`src/rtl/vram_char_editor_pkg.sv`:
```
// Shared constants, widths and types for the VGA character editor path.
package vram_editor_pkg;

  localparam int unsigned NUM_REGIONS     = 4;
  localparam int unsigned NUM_LETTERS     = 26;
  localparam int unsigned DEBOUNCE_CYCLES = 500000;

  // Index width for n items, never narrower than one bit.
  function automatic int unsigned idx_width(input int unsigned n);
    return (n > 1) ? $clog2(n) : 1;
  endfunction

  localparam int unsigned RW = idx_width(NUM_REGIONS);
  localparam int unsigned LW = idx_width(NUM_LETTERS);

  typedef logic [RW-1:0] region_t;
  typedef logic [LW-1:0] letter_t;

  typedef enum logic [1:0] {
    RELEASED,
    CONFIRM_PRESS,
    PRESSED,
    CONFIRM_RELEASE
  } debounce_state_t;

endpackage

```
`src/rtl/vram_char_editor_if.sv`:
```
// Letter-table bus between the editor (master) and the VRAM reader/mirror (slave).
interface vram_char_editor_if #(
  parameter int unsigned NUM_REGIONS = vram_editor_pkg::NUM_REGIONS,
  parameter int unsigned NUM_LETTERS = vram_editor_pkg::NUM_LETTERS
);
  localparam int unsigned RW = vram_editor_pkg::idx_width(NUM_REGIONS);
  localparam int unsigned LW = vram_editor_pkg::idx_width(NUM_LETTERS);

  logic [RW-1:0] RdRegion;
  logic [LW-1:0] RdLetter;
  logic [RW-1:0] SelRegion;
  logic          WrStrobe;
  logic [RW-1:0] WrRegion;
  logic [LW-1:0] WrLetter;

  modport master (
    input  RdRegion,
    output RdLetter, SelRegion, WrStrobe, WrRegion, WrLetter
  );

  modport slave (
    output RdRegion,
    input  RdLetter, SelRegion, WrStrobe, WrRegion, WrLetter
  );
endinterface

```
`src/rtl/vram_char_editor_button_debouncer.sv`:
```
// Two-flop synchronizer plus confirm-counting debounce FSM; one pulse per accepted press.
module button_debouncer #(
  parameter int unsigned DEBOUNCE_CYCLES = vram_editor_pkg::DEBOUNCE_CYCLES,
  parameter int unsigned BTN_ACTIVE_LOW  = 1
) (
  input  logic Clk,
  input  logic Reset,
  input  logic BtnRaw,
  output logic Pressed,
  output logic PressPulse
);
  import vram_editor_pkg::*;

  localparam int unsigned   CW        = idx_width(DEBOUNCE_CYCLES + 1);
  localparam logic [CW-1:0] CntLast   = CW'(DEBOUNCE_CYCLES - 1);
  localparam logic          IdleLevel = (BTN_ACTIVE_LOW != 0);

  logic            sync1_q, sync2_q, sample;
  debounce_state_t state_q, state_d;
  logic [CW-1:0]   cnt_q, cnt_d;
  logic            pulse_q, pulse_d;

  assign sample = sync2_q ^ IdleLevel;

  always_ff @(posedge Clk) begin
    if (Reset) begin
      sync1_q <= IdleLevel;
      sync2_q <= IdleLevel;
      state_q <= RELEASED;
      cnt_q   <= '0;
      pulse_q <= 1'b0;
    end else begin
      sync1_q <= BtnRaw;
      sync2_q <= sync1_q;
      state_q <= state_d;
      cnt_q   <= cnt_d;
      pulse_q <= pulse_d;
    end
  end

  // Counter holds the number of consecutive samples that disagree with the accepted level.
  always_comb begin
    state_d = state_q;
    cnt_d   = cnt_q;
    pulse_d = 1'b0;
    unique case (state_q)
      RELEASED: begin
        if (sample) begin
          if (CntLast == '0) begin
            state_d = PRESSED;
            pulse_d = 1'b1;
          end else begin
            state_d = CONFIRM_PRESS;
            cnt_d   = CW'(1);
          end
        end
      end
      CONFIRM_PRESS: begin
        if (!sample) begin
          state_d = RELEASED;
          cnt_d   = '0;
        end else if (cnt_q == CntLast) begin
          state_d = PRESSED;
          cnt_d   = '0;
          pulse_d = 1'b1;
        end else begin
          cnt_d = cnt_q + 1'b1;
        end
      end
      PRESSED: begin
        if (!sample) begin
          if (CntLast == '0) begin
            state_d = RELEASED;
          end else begin
            state_d = CONFIRM_RELEASE;
            cnt_d   = CW'(1);
          end
        end
      end
      CONFIRM_RELEASE: begin
        if (sample) begin
          state_d = PRESSED;
          cnt_d   = '0;
        end else if (cnt_q == CntLast) begin
          state_d = RELEASED;
          cnt_d   = '0;
        end else begin
          cnt_d = cnt_q + 1'b1;
        end
      end
      default: begin
        state_d = RELEASED;
        cnt_d   = '0;
      end
    endcase
  end

  always_comb begin
    Pressed    = (state_q == PRESSED) || (state_q == CONFIRM_RELEASE);
    PressPulse = pulse_q;
  end

endmodule

```
`src/rtl/vram_char_editor.sv`:
```
// Button-driven per-region letter table with registered read port and write mirror strobe.
module vram_char_editor #(
  parameter int unsigned NUM_REGIONS     = vram_editor_pkg::NUM_REGIONS,
  parameter int unsigned NUM_LETTERS     = vram_editor_pkg::NUM_LETTERS,
  parameter int unsigned DEBOUNCE_CYCLES = vram_editor_pkg::DEBOUNCE_CYCLES,
  parameter int unsigned BTN_ACTIVE_LOW  = 1
) (
  input  logic                  Clk,
  input  logic                  Reset,
  input  logic                  Region,
  input  logic                  Letra,
  vram_char_editor_if.master    bus
);
  import vram_editor_pkg::*;

  localparam int unsigned   RW          = idx_width(NUM_REGIONS);
  localparam int unsigned   LW          = idx_width(NUM_LETTERS);
  localparam logic [RW-1:0] LastRegion  = RW'(NUM_REGIONS - 1);
  localparam logic [LW-1:0] LastLetter  = LW'(NUM_LETTERS - 1);
  localparam logic [RW:0]   RegionCount = (RW + 1)'(NUM_REGIONS);

  logic          region_press, letra_press;
  logic [LW-1:0] table_q [NUM_REGIONS];
  logic [RW-1:0] sel_q, wr_region_q;
  logic [LW-1:0] rd_letter_q, wr_letter_q;
  logic          wr_strobe_q;
  logic [LW-1:0] cur_letter, next_letter;
  logic          rd_valid;

  button_debouncer #(
    .DEBOUNCE_CYCLES(DEBOUNCE_CYCLES),
    .BTN_ACTIVE_LOW (BTN_ACTIVE_LOW)
  ) u_region_db (
    .Clk       (Clk),
    .Reset     (Reset),
    .BtnRaw    (Region),
    .Pressed   (),
    .PressPulse(region_press)
  );

  button_debouncer #(
    .DEBOUNCE_CYCLES(DEBOUNCE_CYCLES),
    .BTN_ACTIVE_LOW (BTN_ACTIVE_LOW)
  ) u_letra_db (
    .Clk       (Clk),
    .Reset     (Reset),
    .BtnRaw    (Letra),
    .Pressed   (),
    .PressPulse(letra_press)
  );

  always_comb begin
    cur_letter  = table_q[sel_q];
    next_letter = (cur_letter == LastLetter) ? '0 : cur_letter + 1'b1;
    // Non-power-of-two region counts leave unused read addresses; those read as 0.
    rd_valid    = {1'b0, bus.RdRegion} < RegionCount;
  end

  // Read samples the pre-edge table, so a same-edge write shows up one cycle later.
  always_ff @(posedge Clk) begin
    if (Reset) begin
      for (int unsigned i = 0; i < NUM_REGIONS; i++) table_q[i] <= '0;
      sel_q       <= '0;
      rd_letter_q <= '0;
      wr_strobe_q <= 1'b0;
      wr_region_q <= '0;
      wr_letter_q <= '0;
    end else begin
      rd_letter_q <= rd_valid ? table_q[bus.RdRegion] : '0;
      wr_strobe_q <= letra_press;
      if (letra_press) begin
        table_q[sel_q] <= next_letter;
        wr_region_q    <= sel_q;
        wr_letter_q    <= next_letter;
      end
      if (region_press) sel_q <= (sel_q == LastRegion) ? '0 : sel_q + 1'b1;
    end
  end

  assign bus.RdLetter  = rd_letter_q;
  assign bus.SelRegion = sel_q;
  assign bus.WrStrobe  = wr_strobe_q;
  assign bus.WrRegion  = wr_region_q;
  assign bus.WrLetter  = wr_letter_q;

endmodule
```
`src/flat_wrapper.sv`:
```
// flat-port wrapper written by rule: the top's interface ports become plain ports
module vram_char_editor_flat import vram_editor_pkg::*;
#(
  parameter int unsigned NUM_REGIONS     = vram_editor_pkg::NUM_REGIONS,
  parameter int unsigned NUM_LETTERS     = vram_editor_pkg::NUM_LETTERS,
  parameter int unsigned DEBOUNCE_CYCLES = vram_editor_pkg::DEBOUNCE_CYCLES,
  parameter int unsigned BTN_ACTIVE_LOW  = 1
)
  (Clk, Reset, Region, Letra, bus_RdRegion, bus_RdLetter, bus_SelRegion, bus_WrStrobe, bus_WrRegion, bus_WrLetter);
  vram_char_editor_if #(.NUM_REGIONS(NUM_REGIONS), .NUM_LETTERS(NUM_LETTERS)) bus_i ();
  input  logic Clk;
  input  logic Reset;
  input  logic Region;
  input  logic Letra;
  input wire logic [$bits(bus_i.RdRegion)-1:0] bus_RdRegion;
  output wire logic [$bits(bus_i.RdLetter)-1:0] bus_RdLetter;
  output wire logic [$bits(bus_i.SelRegion)-1:0] bus_SelRegion;
  output wire logic [$bits(bus_i.WrStrobe)-1:0] bus_WrStrobe;
  output wire logic [$bits(bus_i.WrRegion)-1:0] bus_WrRegion;
  output wire logic [$bits(bus_i.WrLetter)-1:0] bus_WrLetter;
  assign bus_i.RdRegion = bus_RdRegion;
  assign bus_RdLetter = bus_i.RdLetter;
  assign bus_SelRegion = bus_i.SelRegion;
  assign bus_WrStrobe = bus_i.WrStrobe;
  assign bus_WrRegion = bus_i.WrRegion;
  assign bus_WrLetter = bus_i.WrLetter;
  vram_char_editor #(.NUM_REGIONS(NUM_REGIONS), .NUM_LETTERS(NUM_LETTERS), .DEBOUNCE_CYCLES(DEBOUNCE_CYCLES), .BTN_ACTIVE_LOW(BTN_ACTIVE_LOW)) u_core (.Clk(Clk), .Reset(Reset), .Region(Region), .Letra(Letra), .bus(bus_i));
endmodule
```
`config.mk`:
```
export PLATFORM = sky130hd
export DESIGN_NAME = vram_char_editor_flat
export DESIGN_NICKNAME = d
export VERILOG_FILES = /design/src/rtl/vram_char_editor_pkg.sv /design/src/rtl/vram_char_editor_if.sv /design/src/rtl/vram_char_editor_button_debouncer.sv /design/src/rtl/vram_char_editor.sv /design/src/flat_wrapper.sv
export SDC_FILE = /design/constraint.sdc
export NUM_CORES = 1
export LEC_CHECK = 0
export CAP_MARGIN = 20
export CORE_UTILIZATION = 45
export DETAILED_ROUTE_END_ITERATION = 10
export PLACE_DENSITY = 0.72
export SYNTH_ARGS = -nofsm -noshare
export SYNTH_HDL_FRONTEND = slang
export SYNTH_SLANG_ARGS = --single-unit
```
`constraint.sdc`:
```
create_clock -name Clk -period 2.5 [get_ports Clk]
set_input_delay 0.5 -clock Clk [delete_from_list [all_inputs] [get_ports Clk]]
set_output_delay 0.5 -clock Clk [all_outputs]
set_load 0.005 [all_outputs]
```
==> results of run 1 <==
## cell type report
class | count | area, um2
clock buffers | 9 | 124
flip-flops and latches | 85 | 1900
inverters | 17 | 63.8
multi-input cells | 295 | 1980
clock inverters | 7 | 106
repair buffers | 23 | 235
well taps | 108 | 135
fillers | 778 | 4170
## path summary, 6_finish.rpt
check	start	end	slack (ns)
worst min register to register	u_core.u_region_db.sync1_q	u_core.u_region_db.sync2_q	0.41
worst min-delay path	u_core.u_region_db.sync1_q	u_core.u_region_db.sync2_q	0.41
worst max register to register	register	u_core.table_q[1][3]	0.21
worst max-delay path	register	u_core.table_q[1][3]	0.21
## per-layer routing
layer,global-route usage (%),share of wire [%],up-vias
met3,4.12,4.0,6
met2,29.0,47,55
met1,23.5,48,1439
met5,0,0,-
li1,-,-,1528
met4,5.28,0.69,0
## critical path: cells and delay by family (launching register included)
family	cells	cell delay [ns]
AO/OA/AOI/OAI	1	0.20
flip-flops	1	0.53
adder cells (fa/ha/maj)	1	0.19
buffers and inverters	1	0.08
multiplexers	1	0.60
AND/OR/NAND/NOR	3	0.44
## registers in the layout, summed over array words and instances, names as in the netlist, 2 cells and up, named ones only
signal                    flops
u_core.u_region_db.cnt_q     19
u_core.bus.WrRegion           2
u_core.table_q               20
u_core.bus.SelRegion          2
u_core.u_letra_db.cnt_q      19
u_core.bus.WrLetter           5
u_core.bus.RdLetter           5
## power by group
| group | switching [uW] | internal (uW) |
|---|---|---|
| registers | 17.7 | 1430 |
| logic | 62.9 | 61.6 |
| clock network | 535 | 581 |
## cell usage in the layout (no fill, tap or decap), types with 6 or more instances in the layout
master           synthesis  routed
and3_1                  10      10
o21ai_1                  9       9
a21o_1                   8       8
nand2b_1                 9       9
a31oi_1                 11      11
dfxtp_1                 65      65
nor3_1                   6       6
o21ai_0                  7       7
edfxtp_1                20      20
or3_1                    7       7
nand3_1                 20      20
or2_2                    6       6
inv_1                   17      17
mux4_2                  10      10
mux2i_1                  6       6
clkdlybuf4s50_1          0      20
nand2_1                 36      36
clkbuf_8                 0       9
a21oi_1                 20      20
nor2_1                  45      45
nand4_1                  7       7
## per-stage QoR
stage                     power (uW)  setup WS, ns  utilization [%]
after floorplan                 1560         0.568                -
after global placement          1600         0.292             49.5
after detailed placement        1600         0.228             49.5
after CTS                       2700         0.201             52.1
after global routing            2770        0.0262             52.1
final                           2680         0.213             52.1
## cells by family after synthesis
logic type,count (synthesis),synth area share [%]
and+or+nand+nor,184,24.6
DFF,85,47.1
AOI/OAI and AO/OA,80,13.2
buffers and inverters,33,3.81
muxes,17,7.35
xor gates and xnor gates,9,2.32
adders and majority gates,5,1.55
==> flow_summary_export.csv, run 1 <==
group,metric,value,unit
yosys,netlist_top_cells_area,"dfxtp_1 32%, edfxtp_1 15%, mux4_2 5.6%",
worst_setup_path,cpMaxStageDelayCell,"mux4_2",
cts,root_buffer,"clkbuf_8",
worst_setup_path,critPathRequiredTime,2.61,ns
routing,vias_per_cell,5.57,
die,core_area,8720,um2
min_path,worst_hold_path_type,"register to register",
routing,first_pass_iters,4,
placement,placed_cells,528,
worst_setup_path,crit_path_max_fanout,5,
yosys,yosysSeqAreaShare,47.1,%
cts,clkSinkCount,85,
placement,hpwl,5680,um
placement,placed_cell_area,4320,um2
grt,gr-total-overflow,0,
die,initial_core_util,46.3,%
routing,drtIter0Drc,126,
final_layout,design_area,4550,um2
sta,finalSetupViolCount,0,
sta,fin_crit_sh,91.5,%
routing,drt-total-wl,7950,um
worst_setup_path,critical_path_class,"register to register",
worst_setup_path,reg2reg_depth,7,
grt,grt_max_degree,20,
sta,rsz0062_at_grt,"no",
yosys,synth_edf_count,20,
yosys,synth.avg_cell_area,9.77,um2
sta,whs,0.414,ns
placement,place_congestion,0.834,
final_layout,drive_gt1_share,12.6,%
yosys,ys_warn_count,0,
yosys,ys_ff_latch,85,
worst_setup_path,cp_cell_sequence,"mux4_2 > inv_1 > ha_1 > nand3_1 > o21ai_1 > nand2b_1 > nor2_1",
sta,hold_violations,0,
die,num_rows,34,
grt,grtUsageTotal,17.8,%
sta,clock.fmax,437,MHz
final_layout,diodes,0,
yosys,postSynthCellCount,413,
cts,cts_buffers,9,
yosys,yosys.area.top_type_share,32.2,%
final_layout,final_cell_count_no_fill,544,
cts,clk_pin_slew,0.09,ns
min_path,hold_depth,1,
sta,worst_pin_slew,0.829,ns
yosys,synth_area,4040,um2
routing,ant_nets,0,
yosys,ys_async_sr_fraction,0,%
sta,finalSetupTns,0,ns
die,pin_count,21,
cts,cts_tree,"done",
grt,antenna_found_initial,0,
routing,wl_per_cell,14.6,um
sta,fin_skew,0.00832,ns
grt,grt_pass1_wl,13700,um
die,die_h,96.7,um
worst_setup_path,crit_path_end_kind,"register",
worst_setup_path,worst_setup_path_start_kind,"register",
power_and_ir_drop,p_per_area,590,nW/um2
sta,maxSlewViolCount,0,
cts,cts_setup_buffers,0,
cts,insertion_delay,0.35,ns
yosys,yosys.area.top_type,"dfxtp_1",
placement,portBuffers,20,
die,die_area,9350,um2
final_layout,area_growth,12.6,%
cts,ctsHoldBuffers,0,
sta,relSlewSlack,44.5,%
yosys,syn_nets,424,
routing,drc_errors,0,
cts,cts_buffer_depth,2,
yosys,yosys-top-cells-count,"65 x dfxtp_1, 45 x nor2_1, 36 x nand2_1",
sta,final.min_clock_period,2.29,ns
grt,grt_pass1_vias,2964,
worst_setup_path,slowest_delay,0.60,ns
routing,via_count,3028,
cts,ctsResizeCount,0,
worst_setup_path,crit_arrival,2.39,ns
yosys,synth_ff_type,"dfxtp_1",
run_status,status,"complete, no violations",
cts,htreeDepth,3,
run,cap_violations,0,
yosys,ys_types,66,
yosys,synth_most_common_cell,"dfxtp_1",
die,die_x,96.7,um
power_and_ir_drop,leakagePower,0.00166,uW
final_layout,fin_nets,442,
power_and_ir_drop,peakVddDrop,0.328,mV
Note: power is estimated with default switching activity, not from simulation.
==> inputs of run 2 (changes only) <==
--- a/config.mk
+++ b/config.mk
@@ -7,5 +7,7 @@
 export LEC_CHECK = 0
 export CAP_MARGIN = 20
+export CORE_MARGIN = 2
 export CORE_UTILIZATION = 45
+export CTS_CLUSTER_SIZE = 14
 export DETAILED_ROUTE_END_ITERATION = 10
 export PLACE_DENSITY = 0.72
==> constraint.sdc (replaced) <==
create_clock -name Clk -period 2.5 [get_ports Clk]
set_input_delay 0.5 -clock Clk [delete_from_list [all_inputs] [get_ports Clk]]
set_output_delay 0.5 -clock Clk [all_outputs]
set_load 0.02 [all_outputs]
==> flow_summary_export.csv, run 2 (same netlist as run 1, synthesis figures left out) <==
group,metric,value,unit
final_layout,largest_reg_flops,20,
final_layout,register_area,1900,um2
cts,cts_buffer_depth,2,
sta,final.min_clock_period,2.22,ns
worst_setup_path,crit_path_end_kind,"register",
final_layout,layout_commonest_cell,"dfxtp_1",
cts,ctsResizeCount,0,
routing,drtIter0Drc,200,
sta,maxSlewViolCount,0,
final_layout,fin_nets,442,
final_layout,largest-register,"u_core.table_q",
cts,root_buffer,"clkbuf_8",
placement,portBuffers,20,
worst_setup_path,crit_arrival,2.33,ns
sta,fin_crit_sh,88.9,%
sta,hold_violations,0,
die,die_area,9740,um2
final_layout,reg_top3,"u_core.table_q (20), u_core.u_letra_db.cnt_q (19), u_core.u_region_db.cnt_q (19)",
final_layout,area_growth,11.6,%
final_layout,final_cell_mix,"65 x dfxtp_1, 45 x nor2_1, 36 x nand2_1",
routing,wl_per_cell,14.2,um
die,die_h,98.7,um
sta,whs,0.420,ns
run,cap_violations,0,
min_path,holdCritStartpoint,"u_core.u_letra_db.sync1_q",
routing,drc_errors,0,
power_and_ir_drop,leakagePower,0.00164,uW
final_layout,final_util,51.6,%
power_and_ir_drop,p_per_area,564,nW/um2
cts,cts_tree,"done",
cts,cts_setup_buffers,0,
worst_setup_path,cpMaxStageDelayCell,"mux4_2",
sta,finalSetupViolCount,0,
placement,place_congestion,0.834,
worst_setup_path,cp_cell_sequence,"mux4_2 > inv_1 > ha_1 > nand3_1 > o21ai_1 > nand2b_1 > nor2_1",
worst_setup_path,worst_setup_path_start_kind,"register",
worst_setup_path,slowest_delay,0.60,ns
grt,antenna_found_initial,0,
cts,clkSinkCount,85,
worst_setup_path,crit_path_max_fanout,5,
routing,via_count,3037,
routing,ant_nets,0,
power_and_ir_drop,peakVddDrop,0.349,mV
die,pin_count,21,
grt,grt_pass1_wl,13300,um
min_path,hold_depth,1,
worst_setup_path,r2r_slack,0.28,ns
final_layout,nFillCells,774,
cts,htreeDepth,3,
worst_setup_path,critical_path_class,"register to register",
sta,clock.fmax,450,MHz
routing,vias_per_cell,5.58,
die,core_area,8720,um2
worst_setup_path,critPathRequiredTime,2.61,ns
cts,ctsHoldBuffers,0,
run_status,status,"complete, no violations",
sta,worst_pin_slew,0.850,ns
sta,rsz0062_at_grt,"no",
worst_setup_path,reg2reg_depth,7,
die,num_rows,34,
cts,insertion_delay,0.36,ns
placement,hpwl,5470,um
routing,drt-total-wl,7740,um
final_layout,multi_input_area,1980,um2
grt,grtUsageTotal,16.8,%
final_layout,diodes,0,
min_path,min_delay_worst_endpoint,"u_core.u_letra_db.sync2_q",
cts,cts_buffers,9,
final_layout,drive_gt1_share,12.6,%
worst_setup_path,worstReg2RegEnd,"u_core.table_q[0][3]",
cts,clk_pin_slew,0.10,ns
sta,relSlewSlack,43.1,%
sta,fin_skew,0.00877,ns
grt,grt_pass1_vias,2825,
min_path,worst_hold_path_type,"register to register",
routing,first_pass_iters,4,
die,die_x,98.7,um
grt,grt_max_degree,20,
sta,finalSetupTns,0,ns
grt,gr-total-overflow,0,
die,initial_core_util,46.3,%
[run 2: cell types whose count changed in the layout (fill, tap and decap cells not counted), sizes merged]
cell	previous run	this run
bufinv	2	0
clkinvlp	0	1
inv	20	21
[run 2: cell type report]
| type | count | share of cell area (%) |
|---|---|---|
| inverters | 17 | 1.42 |
| well taps | 108 | 3.00 |
| multi-input cells | 295 | 44.0 |
| clock inverters | 7 | 1.67 |
| flip-flops and latches | 85 | 42.2 |
| clock buffers | 9 | 2.75 |
| repair buffers | 23 | 4.95 |
[run 2: worst max path at each step]
| stage | startpoint | endpoint | slack (ns) | cells past startpoint |
|---|---|---|---|---|
| after floorplan | register | u_core.table_q[0][2] | 0.57 | 8 |
| after global placement | Reset | u_core.u_region_db.cnt_q[12] | 0.34 | 5 |
| after detailed placement | Reset | u_core.u_region_db.cnt_q[12] | 0.28 | 5 |
| after CTS | register | u_core.table_q[0][3] | 0.28 | 7 |
| after global routing | register | u_core.table_q[0][3] | 0.12 | 7 |
| final | register | u_core.table_q[0][3] | 0.28 | 7 |
[run 2: power by group]
group | total, uW | internal [uW] | switching [uW]
combinational | 128 | 59.7 | 68.6
sequential | 1440 | 1430 | 16.4
clock | 969 | 395 | 574
[run 2: metrics by stage]
| stage | worst slack [ns] | instances | total power [uW] | area (um2) |
|---|---|---|---|---|
| after detailed placement | 0.285 | 528 | 1600 | 4300 |
| after global placement | 0.337 | 528 | 1600 | 4300 |
| after floorplan | 0.568 | 413 | 1560 | 4040 |
| after global routing | 0.119 | 544 | 2640 | 4500 |
| final | 0.279 | 544 | 2540 | 4500 |
| after CTS | 0.281 | 544 | 2570 | 4500 |
[run 2: critical path: cells and delay by family (launching register included)]
family                     cells  cell delay, ns
and+or+nand+nor                3            0.43
adders and majority gates      1            0.18
muxes                          1            0.60
buffers and inverters          1            0.08
DFF                            1            0.52
AOI/OAI and AO/OA              1            0.17
[run 2: layer usage]
layer  up-vias  GRT usage [%]  part of all wire [%]
met1      1430           24.1                    49
met2        67           25.3                    46
li1       1538              -                     -
met3         2           4.18                   4.9
met5         -              0                     0
met4         0           5.37                  0.36
